### config.mk
export PLATFORM = sky130hd
export DESIGN_NAME = ahbl_bus_gen
export DESIGN_NICKNAME = d
export VERILOG_FILES = /design/src/rtl/ahbl_bus_gen_pkg.sv /design/src/rtl/ahbl_default_slave.sv /design/src/rtl/ahbl_bus_gen.sv
export SDC_FILE = /design/constraint.sdc
export NUM_CORES = 1
export LEC_CHECK = 0
export ABC_CLOCK_PERIOD_IN_PS = 2810
export CAP_MARGIN = 40
export CORE_AREA = 2 2 122 124
export CTS_CLUSTER_SIZE = 25
export DETAILED_ROUTE_END_ITERATION = 8
export DIE_AREA = 0 0 124 126
export PLACE_DENSITY = 0.75
export SETUP_SLACK_MARGIN = 0.05
export SYNTH_ARGS = -nofsm -noshare
export SYNTH_HDL_FRONTEND = slang
export SYNTH_SLANG_ARGS = --single-unit
### constraint.sdc
create_clock -name HCLK -period 2.81 [get_ports HCLK]
set_clock_uncertainty 0.15 [all_clocks]
set_input_delay 0.562 -clock HCLK [delete_from_list [all_inputs] [get_ports HCLK]]
set_output_delay 0.562 -clock HCLK [all_outputs]
set_load 0.05 [all_outputs]
### src/rtl/ahbl_bus_gen_pkg.sv
// Shared AHB-lite encodings, default-slave state type and bus data width
// for the ahbl_bus_gen address decoder / response mux.
package ahbl_bus_gen_pkg;

  localparam int DATA_W = 32;

  typedef enum logic [1:0] {
    HTRANS_IDLE   = 2'b00,
    HTRANS_BUSY   = 2'b01,
    HTRANS_NONSEQ = 2'b10,
    HTRANS_SEQ    = 2'b11
  } htrans_e;

  typedef enum logic {
    HRESP_OKAY  = 1'b0,
    HRESP_ERROR = 1'b1
  } hresp_e;

  typedef enum logic [1:0] {
    DS_OK   = 2'd0,
    DS_ERR1 = 2'd1,
    DS_ERR2 = 2'd2
  } ds_state_e;

  function automatic logic is_active(input logic [1:0] trans);
    return (trans == HTRANS_NONSEQ) || (trans == HTRANS_SEQ);
  endfunction

endpackage

### src/rtl/ahbl_default_slave.sv
// Default slave for unmapped addresses: two-cycle ERROR response FSM
// plus capture of the first unmapped access.
module ahbl_default_slave
  import ahbl_bus_gen_pkg::*;
(
  input  logic              clk_i,
  input  logic              rst_i,
  input  logic              unmapped_i,
  input  logic [1:0]        htrans_i,
  input  logic              hready_i,
  input  logic [DATA_W-1:0] haddr_i,
  input  logic              hwrite_i,
  input  logic              err_clr_i,
  output logic              hreadyout_o,
  output logic              hresp_o,
  output logic              err_valid_o,
  output logic [DATA_W-1:0] err_addr_o,
  output logic              err_write_o
);

  ds_state_e         state_q, state_d;
  logic              err_valid_q, err_valid_d;
  logic              err_write_q, err_write_d;
  logic [DATA_W-1:0] err_addr_q, err_addr_d;
  logic              err_acc;

  assign err_acc = unmapped_i & hready_i & is_active(htrans_i);

  always_ff @(posedge clk_i) begin
    if (rst_i) begin
      state_q     <= DS_OK;
      err_valid_q <= 1'b0;
      err_write_q <= 1'b0;
      err_addr_q  <= '0;
    end else begin
      state_q     <= state_d;
      err_valid_q <= err_valid_d;
      err_write_q <= err_write_d;
      err_addr_q  <= err_addr_d;
    end
  end

  always_comb begin
    state_d     = state_q;
    hreadyout_o = 1'b1;
    hresp_o     = HRESP_OKAY;
    case (state_q)
      DS_OK: begin
        if (err_acc) state_d = DS_ERR1;
      end
      DS_ERR1: begin
        hreadyout_o = 1'b0;
        hresp_o     = HRESP_ERROR;
        state_d     = DS_ERR2;
      end
      DS_ERR2: begin
        hresp_o = HRESP_ERROR;
        state_d = err_acc ? DS_ERR1 : DS_OK;
      end
      default: state_d = DS_OK;
    endcase
  end

  // A new error arriving together with err_clr is captured, not dropped.
  always_comb begin
    err_valid_d = err_valid_q;
    err_write_d = err_write_q;
    err_addr_d  = err_addr_q;
    if (err_clr_i) begin
      err_valid_d = 1'b0;
      err_write_d = 1'b0;
    end
    if (err_acc && (!err_valid_q || err_clr_i)) begin
      err_valid_d = 1'b1;
      err_write_d = hwrite_i;
      err_addr_d  = haddr_i;
    end
  end

  assign err_valid_o = err_valid_q;
  assign err_write_o = err_write_q;
  assign err_addr_o  = err_addr_q;

endmodule

### src/rtl/ahbl_bus_gen.sv
// AHB-lite bus generator: address decode, data-phase select register,
// AND-OR response mux, slave stall watchdog and default slave.
module ahbl_bus_gen
  import ahbl_bus_gen_pkg::*;
#(
  parameter int                            NUM_SLAVES  = 6,
  parameter int                            DEC_BITS    = 8,
  parameter logic [NUM_SLAVES*DEC_BITS-1:0] SLV_BASE   = 48'h504C_4840_2000,
  parameter logic [NUM_SLAVES*DEC_BITS-1:0] SLV_MASK   = {(NUM_SLAVES*DEC_BITS){1'b1}},
  parameter int                            TIMEOUT_CYC = 1024
) (
  input  logic                         HCLK,
  input  logic                         HRESET,
  input  logic [31:0]                  HADDR,
  input  logic [1:0]                   HTRANS,
  input  logic                         HWRITE,
  output logic                         HREADY,
  output logic                         HRESP,
  output logic [31:0]                  HRDATA,
  output logic [NUM_SLAVES-1:0]        HSEL_S,
  input  logic [NUM_SLAVES-1:0]        HREADYOUT_S,
  input  logic [NUM_SLAVES-1:0]        HRESP_S,
  input  logic [NUM_SLAVES*DATA_W-1:0] HRDATA_S,
  output logic                         err_valid,
  output logic [31:0]                  err_addr,
  output logic                         err_write,
  output logic                         timeout,
  input  logic                         err_clr
);

  localparam int                CNT_W   = (TIMEOUT_CYC > 0) ? $clog2(TIMEOUT_CYC + 1) : 1;
  localparam logic [CNT_W-1:0] CNT_MAX = CNT_W'(TIMEOUT_CYC);

  logic [DEC_BITS-1:0]   dec_field;
  logic [NUM_SLAVES-1:0] sel_a;
  logic                  sel_hit;
  logic [NUM_SLAVES:0]   dsel_q, dsel_d;
  logic                  hready_m, hresp_m;
  logic [DATA_W-1:0]     hrdata_m;
  logic                  ds_ready, ds_resp;
  logic [CNT_W-1:0]      stall_cnt_q, stall_cnt_d;
  logic                  timeout_q, timeout_d;

  assign dec_field = HADDR[31 -: DEC_BITS];

  // Lowest-index match wins, so overlapping windows still give one-hot.
  always_comb begin
    sel_a   = '0;
    sel_hit = 1'b0;
    for (int i = 0; i < NUM_SLAVES; i++) begin
      if (!sel_hit &&
          ((dec_field & SLV_MASK[i*DEC_BITS +: DEC_BITS]) ==
           (SLV_BASE[i*DEC_BITS +: DEC_BITS] & SLV_MASK[i*DEC_BITS +: DEC_BITS]))) begin
        sel_a[i] = 1'b1;
        sel_hit  = 1'b1;
      end
    end
  end

  assign HSEL_S = sel_a;
  assign dsel_d = HREADY ? {~sel_hit, sel_a} : dsel_q;

  // Empty select (after reset) reads as a zero-wait OKAY with zero data.
  always_comb begin
    hready_m = ~|dsel_q;
    hresp_m  = 1'b0;
    hrdata_m = '0;
    for (int i = 0; i < NUM_SLAVES; i++) begin
      hready_m = hready_m | (dsel_q[i] & HREADYOUT_S[i]);
      hresp_m  = hresp_m | (dsel_q[i] & HRESP_S[i]);
      hrdata_m = hrdata_m | (HRDATA_S[i*DATA_W +: DATA_W] & {DATA_W{dsel_q[i]}});
    end
    hready_m = hready_m | (dsel_q[NUM_SLAVES] & ds_ready);
    hresp_m  = hresp_m | (dsel_q[NUM_SLAVES] & ds_resp);
  end

  assign HREADY = hready_m;
  assign HRESP  = hresp_m;
  assign HRDATA = hrdata_m;

  // With TIMEOUT_CYC=0 the count already sits at CNT_MAX and never moves.
  always_comb begin
    stall_cnt_d = stall_cnt_q;
    timeout_d   = timeout_q & ~err_clr;
    if (HREADY) begin
      stall_cnt_d = '0;
    end else if ((|dsel_q[NUM_SLAVES-1:0]) && (stall_cnt_q != CNT_MAX)) begin
      stall_cnt_d = stall_cnt_q + CNT_W'(1);
      if (stall_cnt_d == CNT_MAX) timeout_d = 1'b1;
    end
  end

  always_ff @(posedge HCLK) begin
    if (HRESET) begin
      dsel_q      <= '0;
      stall_cnt_q <= '0;
      timeout_q   <= 1'b0;
    end else begin
      dsel_q      <= dsel_d;
      stall_cnt_q <= stall_cnt_d;
      timeout_q   <= timeout_d;
    end
  end

  assign timeout = timeout_q;

  ahbl_default_slave u_default_slave (
    .clk_i       (HCLK),
    .rst_i       (HRESET),
    .unmapped_i  (~sel_hit),
    .htrans_i    (HTRANS),
    .hready_i    (HREADY),
    .haddr_i     (HADDR),
    .hwrite_i    (HWRITE),
    .err_clr_i   (err_clr),
    .hreadyout_o (ds_ready),
    .hresp_o     (ds_resp),
    .err_valid_o (err_valid),
    .err_addr_o  (err_addr),
    .err_write_o (err_write)
  );

endmodule

# Word-level counts from Yosys, hierarchy flattened
# Index checks and enable logic that the tools add are counted.
# Widths: inputs -> output; s select.
# word_totals
word_cells	108
out_inout_bits	75
in_bits	242
reg_bits	55
# op_classes
addsub	1
bitwise_logic	43
n_eq_ne	12
mux	22
n_reduce_logical	23
# op_table
operator	count
$and 32x32->32	6
$or 32x32->32	5
$eq 8x7->1 const B	4
$mux 1	20
$and 1x1->1	17
$or 1x1->1	13
$add 11x1->11 const B	1
$eq 11x11->1 const B	1
$ne 11x11->1 const B	1
$eq 8x6->1 const B	1
$logic_not 8->1	1
$logic_and 1x1->1	7
$logic_not 1->1	7
$reduce_or 7->1	1
$eq 2x2->1 const B	3
$pmux 2 s3	1
$reduce_or 6->1	1
$reduce_or 2->1	2
$eq 2x1->1 const B	1
$logic_not 2->1	1
$logic_or 1x1->1	2
$mux 2	1
$ne 2x1->1 const B	1
$not 1->1	2
$reduce_bool 2->1	1

# Longest topological paths before layout
# logic_depth
ltp_word	22
mapped_depth	8
ltp_nobuf	7

# Hierarchy
# A second synthesis with hierarchy kept.
# hier_totals
cells_unflattened	469
area_unflattened_um2	3776.1
# by_module_without_submodules
mod	cells_per_inst	n_inst	area_per_inst_um2	seq_area_each_um2
ahbl_bus_gen	296	1	2165.8	380.4
ahbl_default_slave	173	1	1610.3	720.7

# Worst setup path before layout
# Ideal clock, no wire load.
# synth_timing
path_kind	input to output
from	in HADDR[24]
to	out HSEL_S[2]
path_buffers	0
t_arrival_ns	2.745
path_slack_ns	-0.647
stages	3
required_ns	2.098
path_cell_list	nor3_1 -> nand2_1 -> nor4b_1
# synth_between
elab_chain_len	8
word_cells_on_any_way	10
classes_between	2 x eq/ne; 3 x mux; 5 x reduce/logical
# synth_lines
item	line_no	text
start, declared	ahbl_bus_gen.sv:14	input logic [31:0] HADDR,
$logic_not 8->1	ahbl_bus_gen.sv:52	((dec_field & SLV_MASK[i*DEC_BITS +: DEC_BITS]) ==
$mux 1	ahbl_bus_gen.sv:51	if (!sel_hit &&
$logic_not 1->1	ahbl_bus_gen.sv:51	
$logic_and 1x1->1	ahbl_bus_gen.sv:51	
$mux 1	ahbl_bus_gen.sv:51	
$logic_not 1->1	ahbl_bus_gen.sv:51	
$logic_and 1x1->1 *	ahbl_bus_gen.sv:51	
$mux 1 *	ahbl_bus_gen.sv:51	
end, declared	ahbl_bus_gen.sv:20	output logic [NUM_SLAVES-1:0] HSEL_S,
# Mark *: on every way between the ends. The rest lies on a longest branch, timed or not.

# Worst setup path in the final report
# layout_timing
from	in HADDR[24]
to	out HSEL_S[0]
# layout_between
elab_chain_len	2
# layout_lines
item	line_no
$logic_not 8->1	ahbl_bus_gen.sv:52
$mux 1	ahbl_bus_gen.sv:51
# No other way between the ends.

==> out/qor.yml <==
run_status:
  status: "complete, no violations"
layout:
  layout_common_cells: "clkdlybuf4s50_1, a22oi_1, nand2b_1"
  area_growth_pct: 104
  drive_gt1_share_pct: 11.0
  nFillCells: 1313
  multiInputGateArea_um2: 2560
  fin_nets: 1017
  post-route-util_pct: 54.7
  seq_area_um2: 1100
  stdcell_area_um2: 7830
  final_common_cell: "clkdlybuf4s50_1"
floorplanning:
  start_util_pct: 26.8
  die_x_um: 124
  die_h_um: 126
  die_area_um2: 15600
  fp-row-count: 44
  core_um2: 14300
  ios: 317
global_route:
  grt_max_degree: 43
  overflow: 0
  grt_usage_pct: 21.0
  antenna_found_initial: 2
  grt_pass1_wl_mm: 25.3
  grt_pass1_vias: 4609
sta:
  tightestPinTransition_ns: 0.542
  slew_headroom_pct: 63.7
  setup_viol: 0
  slew_viol_final: 0
  finalCritPeriodShare_pct: 95.0
  setup_tns_ns: 0
  fmax_ghz: 0.375
  worst_slack_ns: 0.141
  rsz0062_at_grt: "true"
  period_needed_ns: 2.67
  hold_viol_final: 0
yosys:
  synth_fa_ha_area_share_pct: 1.95
  ys_ff_latch: 55
  ys_seq_area_share_pct: 28.7
  yosys_warnings: 0
  async_flop_share_pct: 0
  ys_types: 44
  synth_compound_area_share_pct: 22.8
  synth_mux_area_share_pct: 10.9
  synth_top_family_by_area: "simple AND/OR/NAND/NOR gates"
  synth-edff-count: 0
  synthSimpleGateAreaFrac_pct: 26.7
  syn_nets: 711
  synthXorXnorAreaFrac_pct: 2.96
  synthFlopType: "dfxtp_1"
  synth_cells: 463
  synth.avg_cell_area_um2: 8.30
  syn_area_um2: 3840
clocking:
  cts_sinks: 55
  cts_htree_levels: 2
  numCtsBuffers: 5
  hold_buffers: 0
  clkTransAtPathRegs_ns: 0.08
  clk_latency_ns: 0.29
  clockBufferDepth: 2
  root_buffer: "clkbuf_16"
  cts_tree: "built"
power:
  p_int_mw: 1.68
  p_leak_nw: 2.88
  totalPowerFinal_mw: 2.39
  swShare_pct: 29.5
  p_comb_share_pct: 36.2
  power_frac_clock_pct: 27.9
  p_sw_mw: 0.704
  ir_drop_mv: 0.299
  p_per_area_nw_per_um2: 305
  p_seq_share_pct: 35.9
placement:
  hpwl_mm: 13.7
  io_buffers: 315
  dpl_cell_area_um2: 7640
  place_ws_ns: -0.00824
  place.gp.congestion: 0.861
route:
  via_per_inst: 5.02
  dr.pass1.iters: 5
  remaining_drc_errors: 0
  wl_per_cell_um: 18.2
  route.vias.total: 4797
  routed_wl_mm: 17.4
  drtIter0Drc: 338
  ant_nets: 0
worst_setup_path:
  cp_max_fo: 3
  worst-path-buf-inv: 4
  end_kind: "output port"
  critPathLaunchType: "input port"
  slowest_stage: "clkdlybuf4s50_1"
  cp_top_family: "buffers and inverters"
  max_stage_delay_ns: 0.44
  path_common_cell: "buf_4"
  crit_type: "in2out"
  cp.arrival_ns: 1.96
  crit_chain: "clkdlybuf4s50_1 -> nor3_2 -> nand2_2 -> buf_4 -> nor4_2 -> buf_4 -> buf_12"
  worstPathRequired_ns: 2.10
run:
  max-cap-violations: 0
hold_path:
  hp-class: "reg2reg"
kinds of logic (layout without fill, tap and decap cells):
logic type | after synthesis | in the layout
and+or+nand+nor | 181 | 181
AOI/OAI and AO/OA | 117 | 117
DFF | 55 | 55
buffers and inverters | 49 | 356
muxes | 42 | 42
xor gates and xnor gates | 13 | 13
adders and majority gates | 6 | 6
other | 0 | 2
metal layers:
layer  track usage (%)  up-vias  part of all wire (%)
li1                  -     2324                     -
met3              6.25       22                    11
met1              26.1     2221                    40
met4              4.43        0                   1.5
met2              35.7      230                    48
met5                 0        -                     0
power by group through the flow:
stage	combinational [mW]	clock (mW)	sequential, mW
floorplan	0.215	0	1.01
global placement	0.854	0	0.874
detailed placement	0.860	0	0.874
CTS	0.866	0.687	0.857
global route	0.910	0.717	0.863
finish	0.864	0.666	0.856
timing repair:
action | in CTS | in global routing
pin swaps | 3 | 3
setup buffers | 0 | 0
cloned | 0 | 0
setup endpoints to repair | 1 | 6
endpoints found under the hold margin | 0 | 0
gates resized for setup | 2 | 6
Yosys cell counts (2+ instances only):
master       n  area share (%)
buf_8        3             1.2
xnor2_1      8             1.8
ha_1         6             2.0
clkbuf_1    28             2.7
a21oi_1      4            0.52
inv_1        9            0.88
nand4_1      2            0.33
o2111ai_1    2            0.46
o21ai_0      4            0.52
xor2_1       5             1.1
dfxtp_1     55              29
or3_1        2            0.33
nor3_1       6            0.78
nor4b_1      3            0.68
nand2b_1    68              11
a222oi_1     2            0.52
buf_1        5            0.49
nor4_1       2            0.33
buf_2        2            0.26
and3_1       2            0.33
nand3_1     40             5.2
and2_1       2            0.33
nor2_1      28             2.7
nand2_1     13             1.3
a22oi_1    100              20
mux2i_1     42              11
o31ai_1      2            0.39
nor4bb_1     2            0.52
flip-flops by register name, summed over array words and instances (netlist names):
register                     flops
u_default_slave.err_valid_o      1
stall_cnt_q                     11
u_default_slave.err_write_o      1
u_default_slave.state_q          2
timeout                          1
dsel_q                           7
u_default_slave.err_addr_o      32
stage by stage:
step           instances  hold slack [ns]
5_1_grt              954            0.338
3_3_place_gp         946            0.303
2_1_floorplan        463            0.331
3_5_place_dp         946            0.312
6_report             956            0.325
4_1_cts              954            0.328
worst min-delay path, delay by kind of cell, from the launching register on:
kind             cells  cell delay [ns]
AND/OR/NAND/NOR      1             0.06
multiplexers         1             0.05
flip-flops           1             0.32
final timing paths:
kind,from,end,slack (ns),cells past startpoint
max,HADDR[24],HSEL_S[0],0.14,7
max reg2reg,dsel_q[5],u_default_slave.err_addr_o[1],0.45,6
min reg2reg,u_default_slave.err_addr_o[30],u_default_slave.err_addr_o[30],0.33,2
min,u_default_slave.err_addr_o[30],u_default_slave.err_addr_o[30],0.33,2
cell type report:
cell class	count	area share, %
antenna	2	0.0639
clock buffer	6	1.77
clock inverter	2	0.224
inverter	9	0.431
multi-input combinational	359	32.6
sequential	55	14.1
tap	184	2.94
timing repair buffer	339	47.9
(Power assumes the default switching activity.)
